`src/rtl/pmt_pulse_conditioner.sv`:
```
// PMT discriminator front end: synchronise, reject short glitches, enforce a
// non-paralysable dead time and emit a phase-tagged one-cycle count strobe.
module pmt_pulse_conditioner #(
  parameter int unsigned MIN_WIDTH = 2,
  parameter int unsigned DEAD_TIME = 10,
  parameter int unsigned CNT_W     = 16
) (
  input  logic             clock_50_mhz,
  input  logic             reset,
  input  logic             PMT_in,
  input  logic             light_source_flag,
  input  logic             clear_counts,
  output logic             pulse_strobe,
  output logic             pulse_phase,
  output logic             busy,
  output logic [CNT_W-1:0] glitch_count,
  output logic [CNT_W-1:0] pileup_count
);

  localparam int unsigned WW = 8;
  localparam int unsigned DW = 16;
  localparam logic [WW-1:0]    WIDTH_LAST = WW'(MIN_WIDTH - 1);
  localparam logic [DW-1:0]    DEAD_LAST  = DW'(DEAD_TIME - 1);
  localparam logic [CNT_W-1:0] CNT_MAX    = '1;

  generate
    if (MIN_WIDTH == 0 || MIN_WIDTH > 255 || DEAD_TIME == 0 || DEAD_TIME > 65535 || CNT_W == 0)
    begin : g_bad_param
      $fatal(1, "pmt_pulse_conditioner: illegal MIN_WIDTH/DEAD_TIME/CNT_W");
    end
  endgenerate

  typedef enum logic [1:0] {IDLE, QUALIFY, DEAD, WAIT_LOW} state_e;

  logic             s1_q, pmt_s_q, pmt_prev_q;
  logic             rise_c;
  state_e           state_q;
  logic [WW-1:0]    width_cnt_q;
  logic [DW-1:0]    dead_cnt_q;
  logic             phase_l_q, strobe_q, phase_q, busy_q;
  logic             glitch_inc_c, pileup_inc_c;
  logic [CNT_W-1:0] glitch_q, glitch_d, pileup_q, pileup_d;

  // Two-flop synchroniser plus one-cycle history for rising-edge detection
  always_ff @(posedge clock_50_mhz or posedge reset) begin
    if (reset) begin
      s1_q       <= 1'b0;
      pmt_s_q    <= 1'b0;
      pmt_prev_q <= 1'b0;
    end else begin
      s1_q       <= PMT_in;
      pmt_s_q    <= s1_q;
      pmt_prev_q <= pmt_s_q;
    end
  end

  assign rise_c = pmt_s_q & ~pmt_prev_q;

  // Pulse qualification / dead-time sequencer with registered outputs
  always_ff @(posedge clock_50_mhz or posedge reset) begin
    if (reset) begin
      state_q     <= IDLE;
      width_cnt_q <= '0;
      dead_cnt_q  <= '0;
      phase_l_q   <= 1'b0;
      strobe_q    <= 1'b0;
      phase_q     <= 1'b0;
      busy_q      <= 1'b0;
    end else begin
      strobe_q <= 1'b0;
      phase_q  <= 1'b0;
      unique case (state_q)
        IDLE: begin
          if (pmt_s_q) begin
            phase_l_q   <= light_source_flag;
            width_cnt_q <= WW'(1);
            busy_q      <= 1'b1;
            if (MIN_WIDTH == 1) begin
              strobe_q   <= 1'b1;
              phase_q    <= light_source_flag;
              dead_cnt_q <= '0;
              state_q    <= DEAD;
            end else begin
              state_q <= QUALIFY;
            end
          end
        end
        QUALIFY: begin
          if (!pmt_s_q) begin
            busy_q  <= 1'b0;
            state_q <= IDLE;
          end else if (width_cnt_q == WIDTH_LAST) begin
            strobe_q   <= 1'b1;
            phase_q    <= phase_l_q;
            dead_cnt_q <= '0;
            state_q    <= DEAD;
          end else begin
            width_cnt_q <= width_cnt_q + WW'(1);
          end
        end
        DEAD: begin
          dead_cnt_q <= dead_cnt_q + DW'(1);
          if (dead_cnt_q == DEAD_LAST) begin
            if (pmt_s_q) begin
              state_q <= WAIT_LOW;
            end else begin
              busy_q  <= 1'b0;
              state_q <= IDLE;
            end
          end
        end
        WAIT_LOW: begin
          if (!pmt_s_q) begin
            busy_q  <= 1'b0;
            state_q <= IDLE;
          end
        end
        default: begin
          busy_q  <= 1'b0;
          state_q <= IDLE;
        end
      endcase
    end
  end

  assign glitch_inc_c = (state_q == QUALIFY) && !pmt_s_q;
  assign pileup_inc_c = (state_q == DEAD) && rise_c;

  // Saturating diagnostics; a coincident clear discards the increment
  always_comb begin
    glitch_d = glitch_q;
    pileup_d = pileup_q;
    if (clear_counts) begin
      glitch_d = '0;
      pileup_d = '0;
    end else begin
      if (glitch_inc_c && glitch_q != CNT_MAX) glitch_d = glitch_q + CNT_W'(1);
      if (pileup_inc_c && pileup_q != CNT_MAX) pileup_d = pileup_q + CNT_W'(1);
    end
  end

  always_ff @(posedge clock_50_mhz or posedge reset) begin
    if (reset) begin
      glitch_q <= '0;
      pileup_q <= '0;
    end else begin
      glitch_q <= glitch_d;
      pileup_q <= pileup_d;
    end
  end

  assign pulse_strobe = strobe_q;
  assign pulse_phase  = phase_q;
  assign busy         = busy_q;
  assign glitch_count = glitch_q;
  assign pileup_count = pileup_q;

endmodule

```
`config.mk`:
```
export PLATFORM = sky130hd
export DESIGN_NAME = pmt_pulse_conditioner
export DESIGN_NICKNAME = d
export VERILOG_FILES = /design/src/rtl/pmt_pulse_conditioner.sv
export SDC_FILE = /design/constraint.sdc
export NUM_CORES = 1
export LEC_CHECK = 0
export BUFFER_PORTS_ARGS = -buffer_cell sky130_fd_sc_hd__buf_4
export CORE_ASPECT_RATIO = 0.5
export CORE_UTILIZATION = 57
export CTS_BUF_LIST = sky130_fd_sc_hd__clkbuf_8
export DETAILED_ROUTE_END_ITERATION = 16
export GPL_TIMING_DRIVEN = 0
export PLACE_DENSITY = 0.78
export SLEW_MARGIN = 20
export SYNTH_ARGS = -nofsm -noshare
export SYNTH_HDL_FRONTEND = slang
export SYNTH_SLANG_ARGS = --single-unit
```
`constraint.sdc`:
```
create_clock -name clock_50_mhz -period 2.3 [get_ports clock_50_mhz]
set_input_delay 0.23 -clock clock_50_mhz [delete_from_list [all_inputs] [get_ports clock_50_mhz]]
set_output_delay 0.23 -clock clock_50_mhz [all_outputs]
set_load 0.03 [all_outputs]
```
==> flow_summary.yaml, run 1 <==
yosys:
  async_flop_share_pct: 100
  netlist_instances: 367
  synthAdderAreaFrac_pct: 2.15
  syn_area_per_cell_um2: 9.49
  yosysMostFrequentCell: "dfrtp_1"
  syn_area_um2: 3480
  synthesis.nets: 378
  yosysSeqAreaShare_pct: 46.7
  synthMuxAreaShare_pct: 3.41
  synth_xor_xnor_area_share_pct: 0.251
  synthFlopType: "dfrtp_1"
  synth_top_area_share_pct: 46.7
  synthTopCellsByCount: "65 x dfrtp_1, 33 x nand3_1, 28 x a21oi_1, 24 x o21ai_0, 22 x nand2_1"
  synth_seq_cells: 65
  synth_area_leaders: "dfrtp_1 47%, nand3_1 4.7%, o31ai_1 4.3%"
  synth-compound-area-share_pct: 17.7
  synth.distinct_cells: 51
  synth_top_family_by_area: "simple AND/OR/NAND/NOR gates"
  synth_edf_count: 0
  synth_top_area_cell: "dfrtp_1"
  yosys.area_share.simple_pct: 26.5
  yosysWarnings: 0
grt:
  grt_remaining_overflow: 0
  grt_pass1_wl_um: 13600
  grt_max_degree: 36
  antenna_found_initial: 0
  grt_usage_pct: 26.9
  grt_pass1_vias: 2950
die:
  fp.coreArea_um2: 5680
  die_area_um2: 6450
  fp.dieW_um: 113
  start_util_pct: 61.3
  ios: 40
  die_h_um: 57.3
  placementRows: 19
setup_path:
  crit_chain: "buf_4 > or3b_4 > or3_4 > nor4_1 > mux2_2"
  slowest_stage: "or3_4"
  reg2reg_depth: 5
  worstPathMaxFanout: 10
  rr_endpoint: "glitch_count[13]$_DFFE_PP0P_"
  critPathLaunchType: "register"
  crit_required_ns: 2.53
  reg2reg_slack_ns: 0.09
  path_buf_inv: 1
  cp-end-kind: "register"
  critPathMaxStageDelay_ns: 0.42
  path_class: "register to register"
  r2r-start: "pmt_s_q$_DFF_PP0_"
  path_delay_family: "simple AND/OR/NAND/NOR gates"
  arrival_ns: 2.44
timing:
  clock_skew_ns: 0.00807
  fin_crit_ns: 2.21
  setup_violations: 0
  slew_violations: 0
  finalCritPeriodShare_pct: 96.3
  hold_viol_final: 0
  rsz0062_at_grt: "yes"
  fmax_ghz: 0.451
  worst_slew_pin_slew_ns: 0.649
  slew_headroom_pct: 56.4
detailed_routing:
  route.vias.total: 3151
  drc: 0
  first_iter_violations: 227
  ant_nets: 0
  wl_um: 8000
  viasPerCell: 6.35
  drtPass1Iterations: 4
  routedWlPerCell_um: 16.1
power:
  p_sw_mw: 0.975
  internal_power_mw: 2.03
  cellLeakagePower_nw: 1.77
  comb_power_share_pct: 23.6
  total_power_mw: 3.00
  p_sw_share_pct: 32.5
  vdd_drop_max_mv: 0.529
  power.density_nw_per_um2: 731
  pwr-share-clk_pct: 31.3
  power_frac_seq_pct: 45.2
job:
  max_cap_violations: 0
placement:
  portBuffers: 38
  place.gp.congestion: 0.902
  placed_cells: 479
  post_dp_cell_area_um2: 3880
  dp_hpwl_um: 5700
finish:
  area_growth_pct: 18.0
  multi_input_area_um2: 1760
  register_area_um2: 1630
  fin_area_um2: 4110
  nNetsFinal: 429
  fillers: 415
  final_cell_count_no_fill: 496
  antennaDiodeCount: 0
  final_layout_size_suffix_gt1_share_pct: 18.4
hold_path:
  hold_path_end: "phase_l_q$_DFFE_PP0P_"
  whs_path_depth: 2
  hp-start: "light_source_flag"
  hp-class: "input pin to register"
clocking:
  cts-root-buf: "clkbuf_8"
  clock-sinks: 65
  path_clk_slew_ns: 0.07
  cts_tree: "done"
  post_cts_buffers: 0
  htree_levels: 3
  clock_latency_ns: 0.35
  cts_buffers: 9
  cts.path.max_buffers: 2
outcome:
  status: "complete, no violations"
-- cell type report --
| class | count | share of cell area [%] |
|---|---|---|
| well taps | 73 | 2.22 |
| flip-flops and latches | 65 | 39.6 |
| inverters | 10 | 0.974 |
| repair buffers | 41 | 7.91 |
| clock buffers | 10 | 3.35 |
| plain buffers | 18 | 1.83 |
| clock inverters | 6 | 1.25 |
| multi-input cells | 273 | 42.9 |
-- cells by family (layout without fill, tap and decap cells) --
kind of cell,Yosys count,after routing
and+or+nand+nor,157,157
DFF,65,65
buffers and inverters,29,85
adders and majority gates,6,6
AOI/OAI and AO/OA,98,98
xor gates and xnor gates,1,1
muxes,11,11
-- flip-flops by register name, summed over array words and instances, names as in the netlist, 2 cells and up --
name and cells:
dead_cnt_q 16, glitch_count 16, pileup_count 16, width_cnt_q 8
state_q 2
-- metal layers --
metal  up-vias  GRT usage [%]  wire [µm]
met5         -              0          0
met4         0           9.90         85
met3        12           6.80        483
met2       106           43.6       3820
met1      1515           35.6       3610
li1       1518              -          -
-- power groups by stage --
| stage | Combinational, mW | Sequential, mW | Clock (mW) |
|---|---|---|---|
| 4_1_cts | 0.688 | 1.35 | 0.954 |
| 3_5_place_dp | 0.673 | 1.37 | 0 |
| 5_1_grt | 0.790 | 1.37 | 1.00 |
| 2_1_floorplan | 0.472 | 1.38 | 0 |
| 3_3_place_gp | 0.649 | 1.36 | 0 |
| 6_report | 0.708 | 1.36 | 0.939 |
-- worst max-delay path by stage --
| stage | depth (start not counted) | slack [ns] | start | end |
|---|---|---|---|---|
| after floorplan | 7 | 0.17 | glitch_count[0]$_DFFE_PP0P_ | glitch_count[4]$_DFFE_PP0P_ |
| after global placement | 2 | -0.27 | reset | glitch_count[0]$_DFFE_PP0P_ |
| after detailed placement | 5 | -0.07 | width_cnt_q[0]$_DFFE_PP0P_ | dead_cnt_q[5]$_DFFE_PP0P_ |
| after CTS | 6 | 0.008 | width_cnt_q[0]$_DFFE_PP0P_ | dead_cnt_q[14]$_DFFE_PP0P_ |
| after global routing | 7 | -0.004 | glitch_count[0]$_DFFE_PP0P_ | glitch_count[1]$_DFFE_PP0P_ |
| final | 5 | 0.09 | pmt_s_q$_DFF_PP0_ | glitch_count[13]$_DFFE_PP0P_ |
-- cells in the final DEF, fill, tap and decap left out, types with 6 or more instances in the layout --
cell,instances
a21oi_1,28
or4_1,14
inv_1,11
o21ai_0,24
and3_1,7
nand2_1,22
dfrtp_1,64
or3_1,6
o31ai_1,20
ha_1,6
nor2_1,14
buf_4,39
nor4_1,10
clkbuf_8,10
nand3_1,33
mux2_2,7
nor2b_1,8
clkbuf_1,14
nand4_1,12
-- what timing repair did --
action | in CTS | in global routing
hold buffers | 2 | 0
hold endpoints to repair | 31 | 0
endpoints found under the setup margin | 9 | 22
gates resized for setup | 2 | 6
-- stage by stage --
step / utilization, % / hold WS (ns) / setup slack (ns) / TNS (ns)
5_1_grt: 72.4 / 0.121 / -0.00355 / -0.00705
3_3_place_gp: 68.0 / 0.339 / -0.273 / -17.60
4_1_cts: 72.2 / 0.115 / 0.00812 / 0
3_5_place_dp: 68.4 / 0.265 / -0.0671 / -0.0909
6_report: 72.4 / 0.121 / 0.0850 / 0
2_1_floorplan: - / 0.261 / 0.167 / 0
Power figures use the tool's default switching activity.
==> inputs of run 2 (changes only) <==
clock period = 2.65 ns   (was 2.3 ns; I/O delays follow)
==> flow_summary.yaml, run 2 (synthesis results as in run 1) <==
finish:
  fillers: 420
  area_growth_pct: 17.2
  nNetsFinal: 429
  layout_common_cells: "65 x dfrtp_1, 39 x buf_4, 33 x nand3_1"
  layout_commonest_cell: "dfrtp_1"
  final_cell_count_no_fill: 496
  postLayoutCoreUtil_pct: 71.9
  fin_area_um2: 4080
  final_layout_size_suffix_gt1_share_pct: 17.0
  antennaDiodeCount: 0
grt:
  antenna_found_initial: 0
  grt_pass1_vias: 2941
  grt_pass1_wl_um: 13600
  grt_usage_pct: 26.8
  grt_max_degree: 36
  grt_remaining_overflow: 0
setup_path:
  crit_required_ns: 2.89
  path_class: "register to register"
  arrival_ns: 2.67
  critPathMaxStageDelay_ns: 0.69
  worstPathMaxFanout: 6
  critPathLaunchType: "register"
  crit_chain: "ha_1 > or4b_2 > o41ai_1 > nand2_1 > a21o_1"
  cp-end-kind: "register"
  slowest_stage: "o41ai_1"
power:
  power_frac_seq_pct: 45.6
  power.density_nw_per_um2: 633
  p_sw_share_pct: 32.4
  comb_power_share_pct: 22.9
  p_sw_mw: 0.838
  cellLeakagePower_nw: 1.76
  vdd_drop_max_mv: 0.459
  internal_power_mw: 1.75
  total_power_mw: 2.58
  pwr-share-clk_pct: 31.5
timing:
  hold_viol_final: 0
  slew_violations: 0
  fmax_ghz: 0.411
  clock_skew_ns: 0.00865
  finalCritPeriodShare_pct: 91.8
  slew_headroom_pct: 50.6
  fin_crit_ns: 2.43
  setup_violations: 0
  rsz0062_at_grt: "no"
  worst_slew_pin_slew_ns: 0.731
  tns_ns: 0
detailed_routing:
  route.vias.total: 3174
  first_iter_violations: 239
  drc: 0
  wl_um: 7990
  viasPerCell: 6.40
  routedWlPerCell_um: 16.1
  drtPass1Iterations: 6
  ant_nets: 0
clocking:
  clock_latency_ns: 0.35
  htree_levels: 3
  post_cts_buffers: 0
  holdBufCountCts: 1
  cts-root-buf: "clkbuf_8"
  clock-sinks: 65
  cts_resized: 0
  cts_buffers: 9
  path_clk_slew_ns: 0.07
  cts_tree: "done"
  cts.path.max_buffers: 2
die:
  fp.dieW_um: 113
  die_area_um2: 6450
  start_util_pct: 61.3
  fp.coreArea_um2: 5680
  placementRows: 19
  die_h_um: 57.3
  ios: 40
placement:
  place.gp.congestion: 0.902
  placed_cells: 479
  post_dp_cell_area_um2: 3880
  dp_hpwl_um: 5700
  portBuffers: 38
hold_path:
  hp-class: "input pin to register"
job:
  max_cap_violations: 0
outcome:
  status: "complete, no violations"
[run 2: changes by cell type in the layout (fill, tap and decap cells not counted)]
cell,delta
buf_2,+1
clkbuf_2,-2
or4b_1,+1
dfrtp_1,+1
dfrtp_2,-1
or4_1,+1
dlygate4sd3_1,-1
or4_4,-1
nor3b_2,-1
nor3b_1,+1
or4b_4,-1
clkbuf_1,+2
o41ai_1,+1
o41ai_2,-1
[run 2: power by group through the flow]
stage                     Clock (mW)  Combinational [mW]  Sequential, mW
after detailed placement           0               0.585            1.19
after global routing           0.872               0.668            1.19
after floorplan                    0               0.410            1.20
final                          0.815               0.592            1.18
after global placement             0               0.563            1.18
after CTS                      0.828               0.589            1.17
[run 2: area by class of cell]
cell class	instances	area, µm²	share of cell area (%)
clock inverters	6	51.3	1.26
repair buffers	40	315	7.72
flip-flops and latches	65	1630	39.8
well taps	73	91.3	2.24
multi-input cells	273	1740	42.7
plain buffers	19	77.6	1.90
inverters	10	40.0	0.981
clock buffers	10	138	3.37
[run 2: through the flow]
stage	hold slack, ns	setup slack [ns]
after floorplan	0.296	0.517
after global placement	0.339	0.0424
after detailed placement	0.300	0.283
after CTS	0.0186	0.280
after global routing	0.0102	0.0477
final	0.0325	0.218
[run 2: worst max-delay path, delay by kind of cell, from the launching register on]
family / cells / cell delay (ns)
compound gates: 2 / 0.90
fa+ha+maj: 1 / 0.20
flops: 1 / 0.47
simple gates: 2 / 0.75
[run 2: path summary, 6_finish.rpt]
kind                                       startpoint                     endpoint  slack, ns  depth (start not counted)
max                        width_cnt_q[0]$_DFFE_PP0P_    dead_cnt_q[5]$_DFFE_PP0P_       0.22                          5
min                                            PMT_in               s1_q$_DFF_PP0_       0.03                          1
max reg2reg                width_cnt_q[0]$_DFFE_PP0P_    dead_cnt_q[5]$_DFFE_PP0P_       0.22                          5
min reg2reg                            s1_q$_DFF_PP0_            pmt_s_q$_DFF_PP0_       0.36                          0
max in group asynchronous                       reset   dead_cnt_q[15]$_DFFE_PP0P_       1.65                          4
min in group asynchronous                       reset  pileup_count[0]$_DFFE_PP0P_       0.49                          3
[run 2: layer usage]
layer | part of all wire [%] | vias to the layer above | global-route usage (%)
li1 | - | 1516 | -
met1 | 45 | 1527 | 35.6
met2 | 47 | 119 | 43.4
met3 | 6.3 | 12 | 6.80
met4 | 1.1 | 0 | 9.90
met5 | 0 | - | 0
